--- src/rtl/fetch_unit.sv ---
// Instruction fetch front end: owns the PC, drives the boot ROM and buffers {pc,inst} for decode.
// Optional misaligned-redirect fault handling is enabled by defining FETCH_MISALIGN_CHECK_EN.
module fetch_unit #(
   parameter logic [63:0] RESET_PC   = 64'h0,
   parameter int unsigned FIFO_DEPTH = 4
) (
   input  logic        clk,
   input  logic        rst,
   output logic        rom_ce,
   output logic [63:0] rom_addr,
   input  logic        rom_valid,
   input  logic [31:0] rom_inst,
   input  logic        redirect_valid,
   input  logic [63:0] redirect_pc,
   output logic        out_valid,
   input  logic        out_ready,
   output logic [31:0] out_inst,
   output logic [63:0] out_pc,
   output logic        fetch_fault
);

   localparam int unsigned AW = $clog2(FIFO_DEPTH);
   localparam logic [AW:0] DEPTH_C = (AW + 1)'(FIFO_DEPTH);

   typedef enum logic [1:0] {ISSUE, WAIT, HOLD, FAULT} state_t;

   state_t        state;
   logic [63:0]   pc;
   logic [AW:0]   count;
   logic [AW:0]   count_nxt;
   logic [AW-1:0] wr_ptr;
   logic [AW-1:0] rd_ptr;
   logic [63:0]   pc_mem   [FIFO_DEPTH];
   logic [31:0]   inst_mem [FIFO_DEPTH];
   logic          fault_q;
   logic          push;
   logic          pop;
   logic [63:0]   redir_pc;
   logic          redir_bad;

   always_comb begin
      push      = rst && (state == WAIT) && rom_valid && !redirect_valid;
      pop       = out_valid && out_ready && !redirect_valid;
      count_nxt = count;
      if (push && !pop)
         count_nxt = count + (AW + 1)'(1);
      else if (!push && pop)
         count_nxt = count - (AW + 1)'(1);
`ifdef FETCH_MISALIGN_CHECK_EN
      redir_pc  = redirect_pc;
      redir_bad = |redirect_pc[1:0];
`else
      redir_pc  = redirect_pc & ~64'd3;
      redir_bad = 1'b0;
`endif
   end

   assign out_valid   = (count != '0);
   assign out_inst    = out_valid ? inst_mem[rd_ptr] : '0;
   assign out_pc      = out_valid ? pc_mem[rd_ptr]   : '0;
   assign fetch_fault = fault_q;

   always_ff @(posedge clk) begin
      if (push) begin
         pc_mem[wr_ptr]   <= pc;
         inst_mem[wr_ptr] <= rom_inst;
      end
   end

   always_ff @(posedge clk) begin
      if (!rst) begin
         state    <= ISSUE;
         pc       <= RESET_PC;
         rom_ce   <= 1'b0;
         rom_addr <= RESET_PC >> 2;
         count    <= '0;
         wr_ptr   <= '0;
         rd_ptr   <= '0;
         fault_q  <= 1'b0;
      end else if (redirect_valid) begin
         count   <= '0;
         wr_ptr  <= '0;
         rd_ptr  <= '0;
         pc      <= redir_pc;
         fault_q <= redir_bad;
         if (redir_bad) begin
            state  <= FAULT;
            rom_ce <= 1'b0;
         end else begin
            state    <= ISSUE;
            rom_ce   <= 1'b1;
            rom_addr <= redir_pc >> 2;
         end
      end else begin
         count <= count_nxt;
         if (push)
            wr_ptr <= wr_ptr + AW'(1);
         if (pop)
            rd_ptr <= rd_ptr + AW'(1);
         case (state)
            // Reset parks in ISSUE with rom_ce low; the first live edge presents the ISSUE cycle.
            ISSUE: begin
               rom_ce <= 1'b1;
               if (rom_ce)
                  state <= WAIT;
            end
            WAIT: begin
               if (rom_valid) begin
                  pc <= pc + 64'd4;
                  if (count_nxt < DEPTH_C) begin
                     state    <= ISSUE;
                     rom_addr <= (pc + 64'd4) >> 2;
                  end else begin
                     state  <= HOLD;
                     rom_ce <= 1'b0;
                  end
               end
            end
            HOLD: begin
               if (count_nxt < DEPTH_C) begin
                  state    <= ISSUE;
                  rom_ce   <= 1'b1;
                  rom_addr <= pc >> 2;
               end
            end
            FAULT: rom_ce <= 1'b0;
            default: begin
               state  <= ISSUE;
               rom_ce <= 1'b0;
            end
         endcase
      end
   end

endmodule
--- config.mk ---
export PLATFORM = sky130hd
export DESIGN_NAME = fetch_unit
export DESIGN_NICKNAME = d
export VERILOG_FILES = /design/src/rtl/fetch_unit.sv
export SDC_FILE = /design/constraint.sdc
export NUM_CORES = 1
export LEC_CHECK = 0
export CORE_MARGIN = 2
export CORE_UTILIZATION = 56
export CTS_BUF_LIST = sky130_fd_sc_hd__clkbuf_4 sky130_fd_sc_hd__clkbuf_8 sky130_fd_sc_hd__clkbuf_16
export CTS_CLUSTER_DIAMETER = 100
export DETAILED_ROUTE_END_ITERATION = 8
export PLACE_DENSITY_LB_ADDON = 0.12
export SLEW_MARGIN = 20
export SYNTH_ARGS = -nofsm -noshare
export SYNTH_HDL_FRONTEND = slang
export SYNTH_SLANG_ARGS = --single-unit
--- constraint.sdc ---
create_clock -name clk -period 5.7 [get_ports clk]
set_input_delay 1.14 -clock clk [delete_from_list [all_inputs] [get_ports clk]]
set_output_delay 1.14 -clock clk [all_outputs]
set_load 0.005 [all_outputs]
==> results of run 1 <==
==> area by class of cell <==
cell class,instances,area share (%)
inverters,15,0.2173
repair buffers,288,10.64
clock inverters,24,0.8788
clock buffers,68,5.443
flip-flops and latches,512,52.95
well taps,518,2.447
multi-input cells,929,27.43
==> cells in the mapped netlist (31+ instances only) <==
cell	count	area [um^2]
xor2_1	31	271.5
xnor2_1	85	744.5
a21oi_1	71	355.3
mux4_2	94	2117
dfxtp_1	136	2723
clkbuf_1	81	304.0
o21ai_0	59	295.3
and2_1	104	650.6
nand3_1	42	210.2
nand2_1	85	319.1
nor2_1	102	382.9
nand4_1	42	262.8
nor3_1	34	170.2
edfxtp_1	376	11290
==> flip-flops by register name, summed over array words and instances (netlist names), named ones only <==
| signal | count |
|---|---|
| pc_mem | 248 |
| state | 2 |
| inst_mem | 128 |
| wr_ptr | 2 |
| rd_ptr | 2 |
| rom_ce | 1 |
| rom_addr | 62 |
| pc | 62 |
| count | 3 |
==> worst register-to-register path, delay by kind of cell (launching register included) <==
family | cells | cell delay [ns]
adders and majority gates | 2 | 0.53
and+or+nand+nor | 7 | 1.89
DFF | 1 | 0.43
AOI/OAI and AO/OA | 1 | 0.25
buffers and inverters | 3 | 0.47
==> metrics by stage <==
stage | worst slack [ns] | power (mW) | std cells | hold slack (ns)
floorplan | 1.054 | 4.407 | 1572 | 0.4482
global placement | 1.304 | 4.637 | 2262 | 0.4446
detailed placement | 1.176 | 4.649 | 2262 | 0.4564
CTS | 1.363 | 7.936 | 2354 | 0.4705
global route | 1.264 | 8.119 | 2354 | 0.4986
finish | 1.498 | 7.895 | 2354 | 0.4721
==> layout by cell type (no fill, tap or decap), types with 51 or more instances in the layout <==
master           count
clkdlybuf4s50_1    254
clkbuf_16           51
and2_1             100
xnor2_1             85
nand2_1             85
nor2_1             101
edfxtp_1           376
dfxtp_1            134
o21ai_0             59
mux4_2              94
a21oi_1             71
==> logic make-up after synthesis <==
family          synth area share (%)
compound gates                 6.428
flops                          64.34
mux                            9.766
buf+inv                        2.522
other cells                  0.01722
fa+ha+maj                     0.8617
xor+xnor                       4.665
simple gates                   11.40
==> power breakdown <==
part           internal (mW)  total [mW]  leakage (nW)  switching, mW
registers               4.07        4.20          4.54          0.131
logic                  0.203       0.382          3.05          0.179
clock network           1.92        3.32         0.827           1.40
==> worst paths after layout <==
kind | from | end | slack, ns | cells past startpoint
worst min register to register | rom_addr[1] | rom_addr[1] | 0.47 | 2
worst max-delay path | flop | out_pc[63] | 1.50 | 4
worst max register to register | state[1] | rom_addr[37] | 2.03 | 13
worst min-delay path | rom_addr[1] | rom_addr[1] | 0.47 | 2
==> metal layers <==
metal	global-route usage, %	share of wire (%)
met5	0	0
met4	9.349	3.0
met3	4.908	7.2
met2	44.55	47
met1	39.79	43
==> run metrics, run 1 <==
outcome=finished clean; Hold/Removal Path Class=flop to flop; worst vdd rail ir drop=roughly 240 uV; Initial Util=a little under three fifths; port bufs=approximately 260; Buf+Inv Stages, Crit Path=2; Sequential Area=approximately 14000 um^2; wire length per cell=roughly 24 um; min Tclk post-route=4.202 ns; asr flop ratio synth=0%; Ys Warns=0; number of detailed-route iterations in the first pass=5; Final setup viols=0; Finished Core Util=roughly 69%; placed inst area=24810 um^2; Design Area, Final=26480 um^2; CTS tree=built; library cells used by synthesis=57; worst path cell trace=buf_4 -> mux4_2 -> and2_1 -> clkdlybuf4s50_1; Startpoint Class=flop; initial antenna violation count=0; DRC viols=0; post-route ant nets=0; post_cts resized=0; Pins Over Slew Limit=0; CP max stage delay=a little under 0.8 ns; Final HPWL DP=between 30000 and 40000 um; Worst Tran Pin Value=around 1.1 ns; final WL=between 50000 and 60000 um; vias in the first global route=14140; fin crit share=73.72%; Max-slew headroom=between 20 and 30%; crit path max fanout=31; die width=around 200 um; Num CTS Buffers=50; DR vias/cell=about 6.1; Area growth syn-to-layout=21.58%; Clock Path Buffers=3; largest net degree at the start of global routing=between 90 and 100; synthesized netlist cell count=1568; clock slew at reported path FFs=about 0.06 ns; register area share after synthesis=roughly 64%; Max-Cap Viols=0; core box area=around 39000 um^2; Post-CTS Setup Bufs=0; CTS H-Tree Depth=2; Fillers=about 2800; first-pass GRT wire length=about 86000 um; Die Height=a little over 200 um; vias post-DR=approximately 14000; P_leak=8.411 nW; Worst EP required=about 4.6 ns; Hold-fix buffers, CTS=0; die area=a little over 40000 um^2; # nets final=1912; Post-Syn Area per Cell=13.89 um^2; unrepaired setup endpoints after global routing=false; initial drt markers=1285; total congestion overflow=0; Synth Flop Type=edfxtp_1; Pwr Density=between 200 and 300 nW/um^2; overall routing resource usage=28.06%; worst skew pair latency=~0.60 ns; Final Hold Fails=0; Clock Skews=~0.022 ns; nature of the critical path endpoint=output pin; clk sinks=512; Arrival @ worst endpoint=3.06 ns; io pins=approximately 260; Final TNS setup=0 ns; layout cell share with drive strength beyond 1=approximately an eighth; mapped cell area=around 22000 um^2; Root Driver=clkbuf_16; number of enable flip-flop cells after synthesis=between 300 and 400; placer congestion estimate=between 0.8 and 0.9; Antenna diodes=0; row cnt=72; multi-input combinational cell area=between 7000 and 8000 um^2; #FFs+latches synth=512; CP Class=flop to output pin; CP max-delay cell=dfxtp_4; CP delay by family, top=buffers and inverters; Fmax achieved=238.0 MHz
No activity file was read; power rests on OpenSTA's default activity.
==> run 2: changes to the inputs <==
CORE_UTILIZATION = 50   (was 56)
clock period = 3.8 ns   (was 5.7 ns; I/O delays follow)
==> run 2 against run 1 <==
Compared with the run above:
- cell count rose by 4.2%
- worst hold slack got worse by 0.012 ns
- register-to-register slack got worse by 1.5 ns
- core utilization fell by 6.0 points
- clock power rose by 55%
- die area rose by 12%
- setup slack got worse by 1.1 ns
- sequential share of layout area fell by 1.0 points
- non-clock buffer count rose by 25
- global-route usage fell by 2.3 points
- critical path depth rose by 2
- sequential cell count did not move
==> run metrics, run 2 (same netlist as run 1, synthesis figures left out) <==
initial drt markers=1443 (was 1285); worst path cell trace=inv_1 -> ha_1 -> nand2b_4 -> buf_12 -> and2_1 -> clkdlybuf4s50_1 (was buf_4 -> mux4_2 -> and2_1 -> clkdlybuf4s50_1); Clock Path Buffers=3 (unchanged); P_leak=8.615 nW (was 8.411 nW); CTS tree=built (unchanged); die width=212.7 um (was 201.2 um); crit path max fanout=74 (was 31); min Tclk post-route=roughly 3.4 ns; Max Used Layer=met5 (was met4); max reg flops=248 (unchanged); Reg2Reg Depth=12 (was 13); row cnt=76 (was 72); Num CTS Buffers=52 (was 50); number of cells on the critical path=6 (was 4); unrepaired setup endpoints after global routing=false (unchanged); CP max-delay cell=clkdlybuf4s50_1 (was dfxtp_4); worst vdd rail ir drop=358.6 uV (was 241.3 uV); placer congestion estimate=0.9273 (was 0.8993); Final HPWL DP=39070 um (was 37180 um); Startpoint Class=flop (unchanged); Post-CTS Setup Bufs=0 (unchanged); commonest non-fill, non-tap cells in the layout=edfxtp_1 (376), clkdlybuf4s50_1 (254), dfxtp_1 (134) (unchanged); Arrival @ worst endpoint=2.65 ns (was 3.06 ns); layout cell share with drive strength beyond 1=13.98% (was 12.80%); clk sinks=512 (unchanged); CP delay by family, top=buffers and inverters (unchanged); FF-to-FF setup slack=0.53 ns (was 2.03 ns); Antenna diodes=0 (unchanged); Buf+Inv Stages, Crit Path=3 (was 2); Hold/Removal Path Class=flop to flop (unchanged); largest net degree at the start of global routing=75 (was 96); CTS H-Tree Depth=2 (unchanged); Root Driver=clkbuf_16 (unchanged); clock slew at reported path FFs=0.06 ns (about the same); post-route ant nets=0 (unchanged); Largest Register=pc_mem (unchanged); number of detailed-route iterations in the first pass=5 (unchanged); FF-to-FF End=rom_addr[55] (was rom_addr[37]); Final setup viols=0 (unchanged); Hold-fix buffers, CTS=0 (unchanged); Final TNS setup=0 ns (unchanged); Pwr Density=445.2 nW/um^2 (was 298.1 nW/um^2); die area=45250 um^2 (was 40490 um^2); DR vias/cell=5.782 (was 6.067); Area growth syn-to-layout=24.01% (was 21.58%); Hold Path End=rom_addr[4] (was rom_addr[1]); total congestion overflow=0 (unchanged); Pins Over Slew Limit=0 (unchanged); Max-Cap Viols=0 (unchanged); hold_sp=rom_addr[4] (was rom_addr[1]); Worst EP required=3.04 ns (was 4.56 ns); vias post-DR=14180 (was 14280); Top Registers=pc_mem x248, inst_mem x128 (unchanged); Detail Route met3 WL=3996 um (was 4090 um); overall routing resource usage=25.80% (was 28.06%); post_cts resized=0 (unchanged); fin crit share=around 90%; first-pass GRT wire length=86390 um (was 85860 um); Fmax achieved=293.4 MHz; Reg-to-Reg Start=state[1] (unchanged); # nets final=1939 (was 1912); Max-slew headroom=36.18% (was 28.98%); WL met1=25160 um (was 24330 um); metal2 WL=27150 um (was 26840 um); vias in the first global route=14090 (was 14140); multi-input combinational cell area=7273 um^2 (was 7263 um^2); worst skew pair latency=0.60 ns (about the same); Initial Util=50.56% (was 56.49%); io pins=264 (unchanged); wire length per cell=23.59 um (was 24.19 um); core box area=43080 um^2 (was 38560 um^2); DRC viols=0 (unchanged); setup ws final=0.3921 ns (was 1.498 ns); Final Hold Fails=0 (unchanged); Clock Skews=0.02746 ns (was 0.02168 ns); nature of the critical path endpoint=output pin (unchanged); Worst Tran Pin Value=0.9486 ns (was 1.060 ns); CP Class=flop to output pin (unchanged); placed inst area=25260 um^2 (was 24810 um^2); Setup Slack @ Placement=0.06615 ns (was 1.176 ns); hold depth=2 (unchanged); Fillers=3322 (was 2784); Design Area, Final=27010 um^2 (was 26480 um^2); port bufs=256 (unchanged); outcome=finished clean (unchanged); commonest non-fill, non-tap cell in the layout=edfxtp_1 (unchanged); CP max stage delay=0.53 ns (was 0.78 ns); final WL=57850 um (was 56950 um); Sequential Area=14020 um^2 (unchanged); overall power=12.03 mW (was 7.895 mW); initial antenna violation count=1 (was 0); Die Height=212.7 um (was 201.2 um)
[run 2: changes by cell type in the layout (fill, tap and decap cells not counted), moves of 4 or more]
| cell | previous run | this run |
|---|---|---|
| clkbuf_16 | 51 | 55 |
| clkbuf_8 | 6 | 2 |
| clkinv_1 | 5 | 10 |
| buf_4 | 30 | 41 |
| buf_12 | 2 | 16 |
[run 2: worst max path at each step]
| stage | start | to | slack [ns] |
|---|---|---|---|
| 2_1_floorplan | redirect_valid | rom_addr[10] | 0.48 |
| 3_3_place_gp | rom_valid | rom_addr[55] | 0.14 |
| 3_5_place_dp | rom_valid | rom_addr[55] | 0.07 |
| 4_1_cts | count[0] | out_inst[27] | 0.33 |
| 5_1_grt | count[0] | out_pc[62] | 0.24 |
| 6_report | count[0] | out_inst[28] | 0.39 |
[run 2: power by group]
group	internal (mW)	leakage [nW]	switching (mW)	total, mW
Combinational	0.317	3.21	0.292	0.609
Sequential	6.10	4.54	0.179	6.28
Clock	3.04	0.867	2.09	5.14
[run 2: worst reg2reg max path, delay by kind of cell (launching register included)]
kind / cells / cell delay (ns)
buffers and inverters: 2 / 0.23
AOI/OAI and AO/OA: 1 / 0.27
DFF: 1 / 0.41
adders and majority gates: 2 / 0.55
and+or+nand+nor: 7 / 1.74
[run 2: area by class of cell]
class                   instances  area share, %
flip-flops and latches        512          51.91
multi-input cells             929          26.93
clock inverters                28         0.9033
well taps                     585          2.710
clock buffers                  70          5.559
repair buffers                313          11.78
inverters                      15         0.2131
[run 2: metrics by stage]
step	hold slack [ns]	instances	util, %
2_1_floorplan	0.4482	1572	-
3_3_place_gp	0.4506	2354	58.65
3_5_place_dp	0.4508	2354	58.65
4_1_cts	0.4623	2452	62.70
5_1_grt	0.4973	2452	62.70
6_report	0.4604	2452	62.70
[run 2: metal layers]
layer	GRT usage (%)	up-vias
li1	-	6449
met1	36.83	7114
met2	40.59	523
met3	5.015	90
met4	7.499	2
met5	0	-
==> run 3: changes to the inputs <==
CTS_CLUSTER_DIAMETER = 60   (was 100)
==> run 3 against run 2 <==
Compared with the run above:
- combinational power is essentially flat
- largest cell class unchanged
- count of clock-buffer cells in the layout grew 1
- first-iteration DRC count shrank 7.4%
- highest routed layer unchanged
==> run metrics, run 3 (same netlist as run 1, synthesis figures left out) <==
outcome=finished clean (unchanged); initial antenna violation count=1 (unchanged); Final TNS setup=0 ns (unchanged); Reg2Reg Depth=12 (unchanged); post-route ant nets=0 (unchanged); total congestion overflow=0 (unchanged); Startpoint Class=flop (unchanged); max reg flops=248 (unchanged); Max-Cap Viols=0 (unchanged); io pins=264 (unchanged); crit path max fanout=74 (unchanged); Area growth syn-to-layout=24.38% (was 24.01%); Clock Skews=0.02092 ns (was 0.02746 ns); hold_sp=rom_addr[4] (unchanged); CTS tree=built (unchanged); hold depth=2 (unchanged); worst skew pair latency=0.60 ns (about the same); # nets final=1940 (was 1939); Pins Over Slew Limit=0 (unchanged); row cnt=76 (unchanged); Arrival @ worst endpoint=2.67 ns (was 2.65 ns); FF-to-FF End=rom_addr[55] (unchanged); Clock Path Buffers=3 (unchanged); Hold/Removal Path Class=flop to flop (unchanged); Final HPWL DP=39070 um (unchanged); WHS=0.4579 ns (was 0.4604 ns); Fmax achieved=291.5 MHz (was 293.4 MHz); vias in the first global route=14120 (was 14090); Inst Count DP=2354 (unchanged); layout cell share with drive strength beyond 1=14.13% (was 13.98%); clock slew at reported path FFs=0.06 ns (about the same); largest net degree at the start of global routing=75 (unchanged); placer congestion estimate=0.9273 (unchanged); Finished Layout Cells=2454 (was 2452); Final setup viols=0 (unchanged); CP Class=flop to output pin (unchanged); initial drt markers=1336 (was 1443); Finished Core Util=62.89% (was 62.70%); Max-slew headroom=36.76% (was 36.18%); Pwr Density=452.4 nW/um^2 (was 445.2 nW/um^2); wire length per cell=23.66 um (was 23.59 um); vias post-DR=14210 (was 14180); unrepaired setup endpoints after global routing=false (unchanged); post_cts resized=0 (unchanged); Worst Tran Pin Value=0.9400 ns (was 0.9486 ns); fin crit share=90.29% (was 89.68%); first-pass GRT wire length=86520 um (was 86390 um); Top Registers=pc_mem x248, inst_mem x128 (unchanged); die width=212.7 um (unchanged); die area=45250 um^2 (unchanged); Setup Slack @ Placement=0.06615 ns (unchanged); worst vdd rail ir drop=358.4 uV (was 358.6 uV); final WL=58050 um (was 57850 um); nature of the critical path endpoint=output pin (unchanged); Design Area, Final=27090 um^2 (was 27010 um^2); DR vias/cell=5.789 (was 5.782); Antenna diodes=0 (unchanged); DRC viols=0 (unchanged); overall routing resource usage=25.89% (was 25.80%); Hold-fix buffers, CTS=0 (unchanged); setup ws final=0.3692 ns (was 0.3921 ns); Post-CTS Setup Bufs=0 (unchanged); Largest Register=pc_mem (unchanged); Num CTS Buffers=53 (was 52); Hold Path End=rom_addr[4] (unchanged); clk sinks=512 (unchanged); Worst EP required=3.04 ns (about the same); Root Driver=clkbuf_16 (unchanged); port bufs=256 (unchanged); Die Height=212.7 um (unchanged); min Tclk post-route=3.431 ns (was 3.408 ns); overall power=12.26 mW (was 12.03 mW); FF-to-FF setup slack=0.55 ns (was 0.53 ns); CTS H-Tree Depth=2 (unchanged); P_leak=8.657 nW (was 8.615 nW); number of detailed-route iterations in the first pass=5 (unchanged); Final Hold Fails=0 (unchanged); placed inst area=25260 um^2 (unchanged); commonest non-fill, non-tap cell in the layout=edfxtp_1 (unchanged); core box area=43080 um^2 (unchanged); commonest non-fill, non-tap cells in the layout=edfxtp_1 (376), clkdlybuf4s50_1 (254), dfxtp_1 (134) (unchanged); Initial Util=50.56% (unchanged); Reg-to-Reg Start=count[0] (was state[1])
==> run 3: cell types whose count changed in the layout (fill, tap and decap cells not counted), sizes merged <==
cell      change
clkinvlp      -1
inv           +2
bufinv        +2
clkbuf        +1
clkinv        -2
==> run 3: metal layers <==
layer,GRT usage [%],part of all wire [%],up-vias,wire length [um]
met3,4.545,6.8,97,3939
met4,9.211,3.1,2,1783
met2,40.39,47,538,27040
li1,-,-,6450,-
met5,0,0.017,-,10
met1,36.88,44,7120,25280
==> run 3: area by class of cell <==
| cell class | instances | area (um^2) |
|---|---|---|
| inverters | 15 | 57.56 |
| flip-flops and latches | 512 | 14020 |
| clock buffers | 71 | 1526 |
| clock inverters | 29 | 300.3 |
| fillers | 3312 | 15990 |
| well taps | 585 | 732.0 |
| repair buffers | 313 | 3181 |
| multi-input cells | 929 | 7273 |
==> run 3: how the worst max path moves through the flow <==
stage / startpoint / end / slack (ns) / depth (start not counted)
6_report: count[0] / out_pc[61] / 0.37 / 6
5_1_grt: count[0] / out_pc[62] / 0.23 / 6
4_1_cts: count[0] / out_inst[27] / 0.32 / 6
3_5_place_dp: rom_valid / rom_addr[55] / 0.07 / 11
3_3_place_gp: rom_valid / rom_addr[55] / 0.14 / 11
2_1_floorplan: redirect_valid / rom_addr[10] / 0.48 / 12
==> run 3: report_power, final <==
| group | switching, mW | internal, mW | total (mW) |
|---|---|---|---|
| combinational | 0.293 | 0.317 | 0.610 |
| clock | 2.14 | 3.23 | 5.37 |
| sequential | 0.179 | 6.10 | 6.28 |
| total | 2.61 | 9.65 | 12.3 |
==> run 3: worst max-delay path, cell delays in order (launching register included) <==
cell	delay, ns
dfxtp_1	0.38
inv_1	0.08
ha_1	0.23
nand2b_4	0.27
buf_12	0.33
and2_1	0.22
clkdlybuf4s50_1	0.51
